<file path="config.mk">
export PLATFORM = sky130hd
export DESIGN_NAME = wvb_wr_ctrl_v2
export DESIGN_NICKNAME = d
export VERILOG_FILES = /design/src/rtl/wvb_wr_ctrl_v2.sv
export SDC_FILE = /design/constraint.sdc
export NUM_CORES = 1
export LEC_CHECK = 0
export CAP_MARGIN = 20
export CORE_ASPECT_RATIO = 0.7
export CORE_MARGIN = 2
export CORE_UTILIZATION = 45
export DETAILED_ROUTE_END_ITERATION = 7
export PLACE_DENSITY = 0.77
export SYNTH_ARGS = -nofsm -noshare
export SYNTH_HDL_FRONTEND = slang
export SYNTH_SLANG_ARGS = --single-unit
</file>
<file path="constraint.sdc">
create_clock -name clk -period 5.5 [get_ports clk]
set_input_delay 0.825 -clock clk [delete_from_list [all_inputs] [get_ports clk]]
set_output_delay 0.825 -clock clk [all_outputs]
set_load 0.02 [all_outputs]
</file>
<file path="src/rtl/wvb_wr_ctrl_v2.sv">
// Waveform-buffer write controller for one mDOM ADC channel.
// Generates packed write strobes/addresses, splits long events into payloads of at most
// split_config writes and emits one header record per payload.
// Optional feature macro: WVB_HOLDOFF_EN adds a programmable post-event dead-time (HOLD state).
module wvb_wr_ctrl_v2 #(
  parameter int unsigned P_ADR_WIDTH   = 12,
  parameter int unsigned P_LTC_WIDTH   = 48,
  parameter int unsigned P_DIV_LOG2    = 2,
  parameter int unsigned P_PRE_WIDTH   = 5,
  parameter int unsigned P_POST_WIDTH  = 8,
  parameter int unsigned P_TEST_WIDTH  = 12,
  parameter int unsigned P_SPLIT_WIDTH = 8,
  parameter int unsigned P_HOLD_WIDTH  = 16
) (
  input  logic                     clk,
  input  logic                     i_rst,
  input  logic [P_LTC_WIDTH-1:0]   ltc,
  input  logic                     trig,
  input  logic [1:0]               trig_src,
  input  logic                     trig_mode,
  input  logic                     arm,
  input  logic                     overflow_in,
  input  logic                     local_coinc,
  input  logic [P_PRE_WIDTH-1:0]   pre_config,
  input  logic [P_POST_WIDTH-1:0]  post_config,
  input  logic [P_TEST_WIDTH-1:0]  test_config,
  input  logic [P_SPLIT_WIDTH-1:0] split_config,
  input  logic [P_HOLD_WIDTH-1:0]  hold_config,
  output logic [P_ADR_WIDTH-1:0]   wvb_wr_addr,
  output logic                     wvb_wren,
  output logic                     hdr_wren,
  output logic [P_LTC_WIDTH-1:0]   hdr_ltc,
  output logic [P_ADR_WIDTH-1:0]   hdr_start_addr,
  output logic [P_ADR_WIDTH-1:0]   hdr_stop_addr,
  output logic [1:0]               hdr_trig_src,
  output logic                     hdr_partial,
  output logic                     hdr_continued,
  output logic                     hdr_coinc,
  output logic                     armed,
  output logic                     overflow_out,
  output logic                     busy,
  output logic [31:0]              evt_cnt
);

  localparam int unsigned RemW = ((P_PRE_WIDTH > P_POST_WIDTH) ? P_PRE_WIDTH : P_POST_WIDTH) + 1;

`ifdef WVB_HOLDOFF_EN
  typedef enum logic [1:0] {StIdle, StThresh, StTest, StHold} state_e;
`else
  typedef enum logic [1:0] {StIdle, StThresh, StTest} state_e;
`endif

  state_e                   state_q, state_d;
  logic [P_DIV_LOG2-1:0]    ph_q, ph_d;
  logic [RemW-1:0]          win_q, win_d;
  logic [RemW-1:0]          rem_q, rem_d;
  logic [P_TEST_WIDTH-1:0]  wleft_q, wleft_d;
  logic [P_SPLIT_WIDTH-1:0] split_q, split_d;
  logic [P_SPLIT_WIDTH-1:0] nwr_q, nwr_d;
  logic [P_ADR_WIDTH-1:0]   addr_q, addr_d;
  logic [P_LTC_WIDTH-1:0]   hdr_ltc_q, hdr_ltc_d;
  logic [P_ADR_WIDTH-1:0]   hdr_start_q, hdr_start_d;
  logic [1:0]               hdr_src_q, hdr_src_d;
  logic                     coinc_q, coinc_d;
  logic                     cont_q, cont_d;
  logic                     relatch_q, relatch_d;
  logic                     armed_q, armed_d;
  logic                     ovf_q, ovf_d;
  logic [31:0]              evt_q, evt_d;
`ifdef WVB_HOLDOFF_EN
  logic [P_HOLD_WIDTH-1:0]  hold_q, hold_d;
  logic [P_HOLD_WIDTH-1:0]  hold_cnt_q, hold_cnt_d;
`else
  logic                     unused_hold;
  assign unused_hold = ^hold_config;
`endif

  logic                     active, accept, wren, final_wr, split_hit, ovf_hit, hdr_hit;
  logic [P_PRE_WIDTH-1:0]   pre_eff;
  logic [P_POST_WIDTH-1:0]  post_eff;
  logic [RemW-1:0]          win_new;
  logic [P_TEST_WIDTH-1:0]  test_words;
  logic [P_SPLIT_WIDTH-1:0] split_new;

  // Clamp runtime configuration to legal minimums; only consumed on accept.
  always_comb begin
    pre_eff    = (pre_config < P_PRE_WIDTH'(3)) ? P_PRE_WIDTH'(3) : pre_config;
    post_eff   = (post_config < P_POST_WIDTH'(4)) ? P_POST_WIDTH'(4) : post_config;
    win_new    = RemW'(pre_eff) + RemW'(post_eff);
    test_words = test_config >> P_DIV_LOG2;
    if (test_words == '0) test_words = P_TEST_WIDTH'(1);
    split_new  = (split_config == '0) ? P_SPLIT_WIDTH'(1) : split_config;
  end

  // Write/header strobe decode for the current cycle.
  always_comb begin
    active    = (state_q == StThresh) || (state_q == StTest);
    accept    = (state_q == StIdle) && trig && !overflow_in && !ovf_q && (!trig_mode || armed_q);
    wren      = active && (ph_q == '1) && !ovf_q;
    if (state_q == StThresh) final_wr = wren && (rem_q == '0) && !trig;
    else                     final_wr = wren && (wleft_q == P_TEST_WIDTH'(1));
    ovf_hit   = wren && overflow_in;
    split_hit = wren && !final_wr && !overflow_in && (nwr_q == (split_q - P_SPLIT_WIDTH'(1)));
    hdr_hit   = final_wr || split_hit || ovf_hit;
  end

  // Next-state logic for the FSM and all datapath registers.
  always_comb begin
    state_d     = state_q;
    ph_d        = ph_q;
    win_d       = win_q;
    rem_d       = rem_q;
    wleft_d     = wleft_q;
    split_d     = split_q;
    nwr_d       = nwr_q;
    addr_d      = addr_q;
    hdr_ltc_d   = hdr_ltc_q;
    hdr_start_d = hdr_start_q;
    hdr_src_d   = hdr_src_q;
    coinc_d     = coinc_q;
    cont_d      = cont_q;
    relatch_d   = relatch_q;
    ovf_d       = ovf_q;
    evt_d       = evt_q;
`ifdef WVB_HOLDOFF_EN
    hold_d      = hold_q;
    hold_cnt_d  = hold_cnt_q;
`endif

    case (state_q)
      StIdle: begin
        if (accept) begin
          // The accept cycle is phase 0 and the first cycle of the pre+post window.
          ph_d        = P_DIV_LOG2'(1);
          win_d       = win_new;
          rem_d       = win_new - RemW'(1);
          wleft_d     = test_words;
          split_d     = split_new;
          nwr_d       = '0;
          hdr_ltc_d   = ltc;
          hdr_start_d = addr_q;
          hdr_src_d   = trig_src;
          coinc_d     = local_coinc;
          cont_d      = 1'b0;
          relatch_d   = 1'b0;
`ifdef WVB_HOLDOFF_EN
          hold_d      = hold_config;
`endif
          state_d     = ((trig_src == 2'd1) || (trig_src == 2'd2)) ? StTest : StThresh;
        end
      end
      StThresh, StTest: begin
        if (ovf_q) begin
          state_d = StIdle;
        end else begin
          ph_d      = ph_q + P_DIV_LOG2'(1);
          coinc_d   = coinc_q | local_coinc;
          relatch_d = 1'b0;
          if (state_q == StThresh) begin
            // A retrigger counts as the first cycle of a fresh window, like the accept.
            if (trig)               rem_d = win_q - RemW'(1);
            else if (rem_q != '0)   rem_d = rem_q - RemW'(1);
          end
          if (relatch_q) begin
            hdr_ltc_d   = ltc;
            hdr_start_d = addr_q;
            hdr_src_d   = trig_src;
          end
          if (wren) begin
            addr_d  = addr_q + P_ADR_WIDTH'(1);
            nwr_d   = nwr_q + P_SPLIT_WIDTH'(1);
            wleft_d = wleft_q - P_TEST_WIDTH'(1);
          end
          if (hdr_hit) begin
            nwr_d   = '0;
            coinc_d = 1'b0;
          end
          if (split_hit) begin
            relatch_d = 1'b1;
            cont_d    = 1'b1;
          end
          if (final_wr) begin
            evt_d = evt_q + 32'd1;
`ifdef WVB_HOLDOFF_EN
            if (hold_q != '0) begin
              state_d    = StHold;
              hold_cnt_d = hold_q - P_HOLD_WIDTH'(1);
            end else begin
              state_d    = StIdle;
            end
`else
            state_d = StIdle;
`endif
          end
          if (ovf_hit) begin
            ovf_d   = 1'b1;
            state_d = StIdle;
          end
        end
      end
`ifdef WVB_HOLDOFF_EN
      StHold: begin
        if (hold_cnt_q == '0) state_d = StIdle;
        else                  hold_cnt_d = hold_cnt_q - P_HOLD_WIDTH'(1);
      end
`endif
      default: state_d = StIdle;
    endcase
  end

  // Arm flag: split headers leave it alone, a simultaneous arm beats the clear.
  always_comb begin
    armed_d = armed_q;
    if (hdr_hit && !split_hit) armed_d = 1'b0;
    if (arm)                   armed_d = 1'b1;
  end

  // State and datapath registers with synchronous reset.
  always_ff @(posedge clk) begin
    if (i_rst) begin
      state_q     <= StIdle;
      ph_q        <= '0;
      win_q       <= '0;
      rem_q       <= '0;
      wleft_q     <= '0;
      split_q     <= '0;
      nwr_q       <= '0;
      addr_q      <= '0;
      hdr_ltc_q   <= '0;
      hdr_start_q <= '0;
      hdr_src_q   <= '0;
      coinc_q     <= 1'b0;
      cont_q      <= 1'b0;
      relatch_q   <= 1'b0;
      armed_q     <= 1'b0;
      ovf_q       <= 1'b0;
      evt_q       <= '0;
`ifdef WVB_HOLDOFF_EN
      hold_q      <= '0;
      hold_cnt_q  <= '0;
`endif
    end else begin
      state_q     <= state_d;
      ph_q        <= ph_d;
      win_q       <= win_d;
      rem_q       <= rem_d;
      wleft_q     <= wleft_d;
      split_q     <= split_d;
      nwr_q       <= nwr_d;
      addr_q      <= addr_d;
      hdr_ltc_q   <= hdr_ltc_d;
      hdr_start_q <= hdr_start_d;
      hdr_src_q   <= hdr_src_d;
      coinc_q     <= coinc_d;
      cont_q      <= cont_d;
      relatch_q   <= relatch_d;
      armed_q     <= armed_d;
      ovf_q       <= ovf_d;
      evt_q       <= evt_d;
`ifdef WVB_HOLDOFF_EN
      hold_q      <= hold_d;
      hold_cnt_q  <= hold_cnt_d;
`endif
    end
  end

  assign wvb_wr_addr    = addr_q;
  assign wvb_wren       = wren;
  assign hdr_wren       = hdr_hit;
  assign hdr_ltc        = hdr_ltc_q;
  assign hdr_start_addr = hdr_start_q;
  assign hdr_stop_addr  = addr_q;
  assign hdr_trig_src   = hdr_src_q;
  assign hdr_partial    = split_hit;
  assign hdr_continued  = cont_q;
  assign hdr_coinc      = coinc_q;
  assign armed          = armed_q;
  assign overflow_out   = ovf_q;
  assign busy           = (state_q != StIdle);
  assign evt_cnt        = evt_q;

endmodule
</file>
==> results_tabular.tex <==
\begin{tabular}{lr}
\hline
Metric & Value \\
\hline
\multicolumn{2}{l}{\textbf{Outcome}} \\
Outcome & finished, final reports clean \\
\multicolumn{2}{l}{\textbf{Global routing}} \\
Total congestion overflow after global routing & 0 \\
Antenna violations before repair & 0 \\
Aggregate global-route resource usage & 22.9\% \\
Pin count of the biggest net entering global routing & 85 \\
First-pass GRT wire length & 34500 um \\
Via count of the first global-routing pass & 6890 \\
\multicolumn{2}{l}{\textbf{Min path}} \\
Destination of the worst hold path & hdr\_ltc[42] \\
HP Class & reg2reg \\
Startpoint of the most critical hold path & hdr\_ltc[42] \\
WHS Path Cells & 2 \\
\multicolumn{2}{l}{\textbf{Timing}} \\
Final total negative setup slack & 0 ps \\
Final Slew Violations & 0 \\
Achievable frequency & 219 MHz \\
Worst slew slack as a fraction of its limit & 38.1\% \\
Transition time at the pin with the least slew margin & 926 ps \\
Post-route clock period utilization & 83.0\% \\
Crit path setup slack, layout & 936 ps \\
Setup repair after global routing missed its margin & false \\
Crit path time final & 4560 ps \\
Number of endpoints with negative hold slack in the final report & 0 \\
Setup violation total in the final timing report & 0 \\
Clock skew & 16.6 ps \\
\multicolumn{2}{l}{\textbf{Setup path}} \\
Largest fanout of any net on the critical path & 39 \\
Ordered cell list for the critical path & inv\_1 > ha\_1 > buf\_4 > nand3b\_1 > or4\_1 > a2111oi\_4 > a31oi\_2 > inv\_1 > clkdlybuf4s50\_1 \\
Slowest-stage cell, CP & sky130\_fd\_sc\_hd\_\_clkdlybuf4s50\_1 \\
Cell repeated most along the worst path & sky130\_fd\_sc\_hd\_\_inv\_1 \\
Worst setup path category & reg2out \\
Delay of the slowest cell on the worst path & 630 ps \\
Data arrival at the endpoint of the critical path & 3740 ps \\
Required arrival time at the worst endpoint & 4680 ps \\
Launch point of the worst reg-to-reg path & state\_q[1] \\
Cell depth of the worst flop-to-flop path & 10 \\
Critical Path Source Type & flip-flop \\
Reg2reg end & hdr\_ltc[22] \\
Reg-to-reg slack, setup & 1710 ps \\
Worst Setup End Kind & output port \\
\multicolumn{2}{l}{\textbf{Place}} \\
Half-perimeter wire length after detailed placement & 15200 um \\
Worst setup slack before clock tree synthesis & 1030 ps \\
Number of buffers added on ports & 213 \\
Final weighted congestion in routability-driven placement & 0.824 \\
\multicolumn{2}{l}{\textbf{Route}} \\
Remaining number of nets flagged by the antenna check after routing & 0 \\
Iteration-0 DRC Markers & 513 \\
Vias & 7516 \\
Final WL & 21600 um \\
Total iterations of the first detailed-routing run & 4 \\
Residual DRC count & 0 \\
Vias per cell & 5.35 \\
Routed length per placed instance & 15.4 um \\
\multicolumn{2}{l}{\textbf{Clocking}} \\
Insertion delay to the later sink of the worst-skew pair & 420 ps \\
PostCTS Resize Cnt & 0 \\
Clock-pin slew of the registers on the worst-case setup and hold paths & 60 ps \\
Setup Fix Bufs, Post-CTS & 0 \\
Number of buffers added to fix hold violations after cts & 0 \\
Sink count of the clock tree & 161 \\
Root Driver & sky130\_fd\_sc\_hd\_\_clkbuf\_16 \\
Clock buffers created by TritonCTS & 17 \\
Clock tree buffer depth & 2 \\
CTS tree & yes \\
Deepest level of the CTS H-tree & 4 \\
\multicolumn{2}{l}{\textbf{Die}} \\
Die outline height & 115 um \\
Die area & 0.0186 mm\^{}2 \\
Die width & 162 um \\
Starting density of the core & 46.0\% \\
Core Area & 0.0172 mm\^{}2 \\
Number of I/O pins & 232 \\
Floorplan row count & 40 \\
\multicolumn{2}{l}{\textbf{Yosys}} \\
Avg Synthesized Cell Area & 7.94 um\^{}2 \\
Most instantiated library cell after synthesis & sky130\_fd\_sc\_hd\_\_nand2\_1 \\
Combined area of all synthesized cells & 0.00790 mm\^{}2 \\
Predominant post-synthesis flop cell & sky130\_fd\_sc\_hd\_\_dfxtp\_1 \\
Total nets after synthesis & 1118 \\
Adder-cell share of the synthesized area & 2.79\% \\
Number of synthesized register bits & 161 \\
Post-synthesis cell count & 995 \\
Simple logic cell fraction of the synthesized area & 26.4\% \\
Most common library cells after synthesis & sky130\_fd\_sc\_hd\_\_nand2\_1, sky130\_fd\_sc\_hd\_\_dfxtp\_1, sky130\_fd\_sc\_hd\_\_a21oi\_1, sky130\_fd\_sc\_hd\_\_nor2\_1, sky130\_fd\_sc\_hd\_\_clkbuf\_1 \\
Sequential-to-total area share from yosys stat & 40.8\% \\
Compound-gate portion of the synthesized area & 17.1\% \\
Share of cell area taken by muxes after synthesis & 2.38\% \\
Yosys Warn Count & 0 \\
Largest family of logic cells by synthesized area & simple AND/OR/NAND/NOR gates \\
Distinct cell type count of the synthesized netlist & 71 \\
Top-area cell type share of the netlist area & 40.8\% \\
Number of enable flip-flop cells after synthesis & 0 \\
Cell accounting for the most synthesized area & sky130\_fd\_sc\_hd\_\_dfxtp\_1 \\
Async set or reset register ratio after synthesis & 0\% \\
Area share of xor/xnor cells in the synthesized design & 5.10\% \\
Most area-consuming cells after synthesis & sky130\_fd\_sc\_hd\_\_dfxtp\_1, sky130\_fd\_sc\_hd\_\_nand2\_1, sky130\_fd\_sc\_hd\_\_a21oi\_1, sky130\_fd\_sc\_hd\_\_nor2\_1, sky130\_fd\_sc\_hd\_\_xor2\_1 \\
\multicolumn{2}{l}{\textbf{Power and ir drop}} \\
Total power density per cell area & 404 mW/mm\^{}2 \\
Max IR drop VDD & 0.272 mV \\
Static leakage power & 3.70 nW \\
\multicolumn{2}{l}{\textbf{Layout}} \\
Fraction of final layout cells with drive strength greater than 1 & 5.37\% \\
Ant. Diodes & 0 \\
Area delta synth->final & 35.1\% \\
Number of nets in the layout & 1285 \\
\multicolumn{2}{l}{\textbf{Run}} \\
Number of max-cap violations & 0 \\
\hline
\end{tabular}
worst max-delay path, delay by kind of cell (launching register included):
kind	cells	cell delay [ps]
AO/OA/AOI/OAI	2	740
flip-flops	1	350
buffers and inverters	4	1220
adder cells (fa/ha/maj)	1	280
AND/OR/NAND/NOR	2	720
report_power, final:
group,switching (W),internal [W]
logic,0.00101,0.000649
clock network,0.000504,0.000688
registers,0.000130,0.00133
registers in the layout (all words and copies together) (netlist names):
signal	flops
split_q	8
hdr_start_addr	12
hdr_trig_src	2
overflow_out	1
hdr_ltc	48
wleft_q	12
hdr_continued	1
ph_q	2
win_q	9
state_q	2
rem_q	9
nwr_q	8
hdr_coinc	1
hdr_stop_addr	12
evt_cnt	32
armed	1
relatch_q	1
routing by layer:
layer  track usage, %  part of all wire (%)
met3             6.64                   7.8
met4             7.14                   1.1
met2             35.0                    44
met1             31.4                    47
met5                0                     0
worst max path at each step:
stage | cells past startpoint | startpoint | endpoint
finish | 9 | state_q[1] | hdr_wren
global route | 9 | state_q[1] | hdr_wren
CTS | 9 | state_q[1] | hdr_wren
detailed placement | 12 | post_config[5] | rem_q[7]
global placement | 12 | post_config[5] | rem_q[7]
floorplan | 12 | post_config[5] | rem_q[7]
cell usage in the layout, fill, tap and decap left out, drive strengths merged, types with 11 or more instances in the layout:
| cell | n |
|---|---|
| a211oi | 20 |
| a21oi | 109 |
| a31oi | 13 |
| and3 | 14 |
| clkbuf | 18 |
| clkdlybuf4s50 | 212 |
| dfxtp | 161 |
| ha | 16 |
| inv | 29 |
| mux2i | 12 |
| nand2 | 192 |
| nand3 | 28 |
| nand4 | 21 |
| nor2 | 74 |
| nor2b | 11 |
| nor3 | 24 |
| nor4 | 16 |
| o21ai | 25 |
| or3 | 16 |
| or4 | 12 |
| xnor2 | 22 |
| xor2 | 24 |
per-stage QoR:
| step | power, W | utilization, % | area [um^2] | instances | hold WS (ps) |
|---|---|---|---|---|---|
| 2_1_floorplan | 0.00259 | - | 7900 | 995 | 433 |
| 3_3_place_gp | 0.00310 | 58.7 | 10100 | 1374 | 440 |
| 5_1_grt | 0.00459 | 62.2 | 10700 | 1405 | 470 |
| 3_5_place_dp | 0.00313 | 58.7 | 10100 | 1374 | 447 |
| 6_report | 0.00432 | 62.2 | 10700 | 1405 | 453 |
| 4_1_cts | 0.00433 | 62.2 | 10700 | 1405 | 456 |
cells by family after synthesis:
logic type / Yosys count
compound gates: 219
xor+xnor: 46
fa+ha+maj: 17
buf+inv: 98
flops: 161
mux: 18
simple gates: 436
area by class of cell:
cell class,instances,area [um^2]
Inverter,24,90.1
Sequential cell,161,3220
Fill cell,1485,6490
Tap cell,231,289
Clock buffer,18,439
Timing Repair Buffer,222,2200
Clock inverter,13,153
Multi-Input combinational cell,736,4280
No activity file was read; power rests on OpenSTA's default activity.
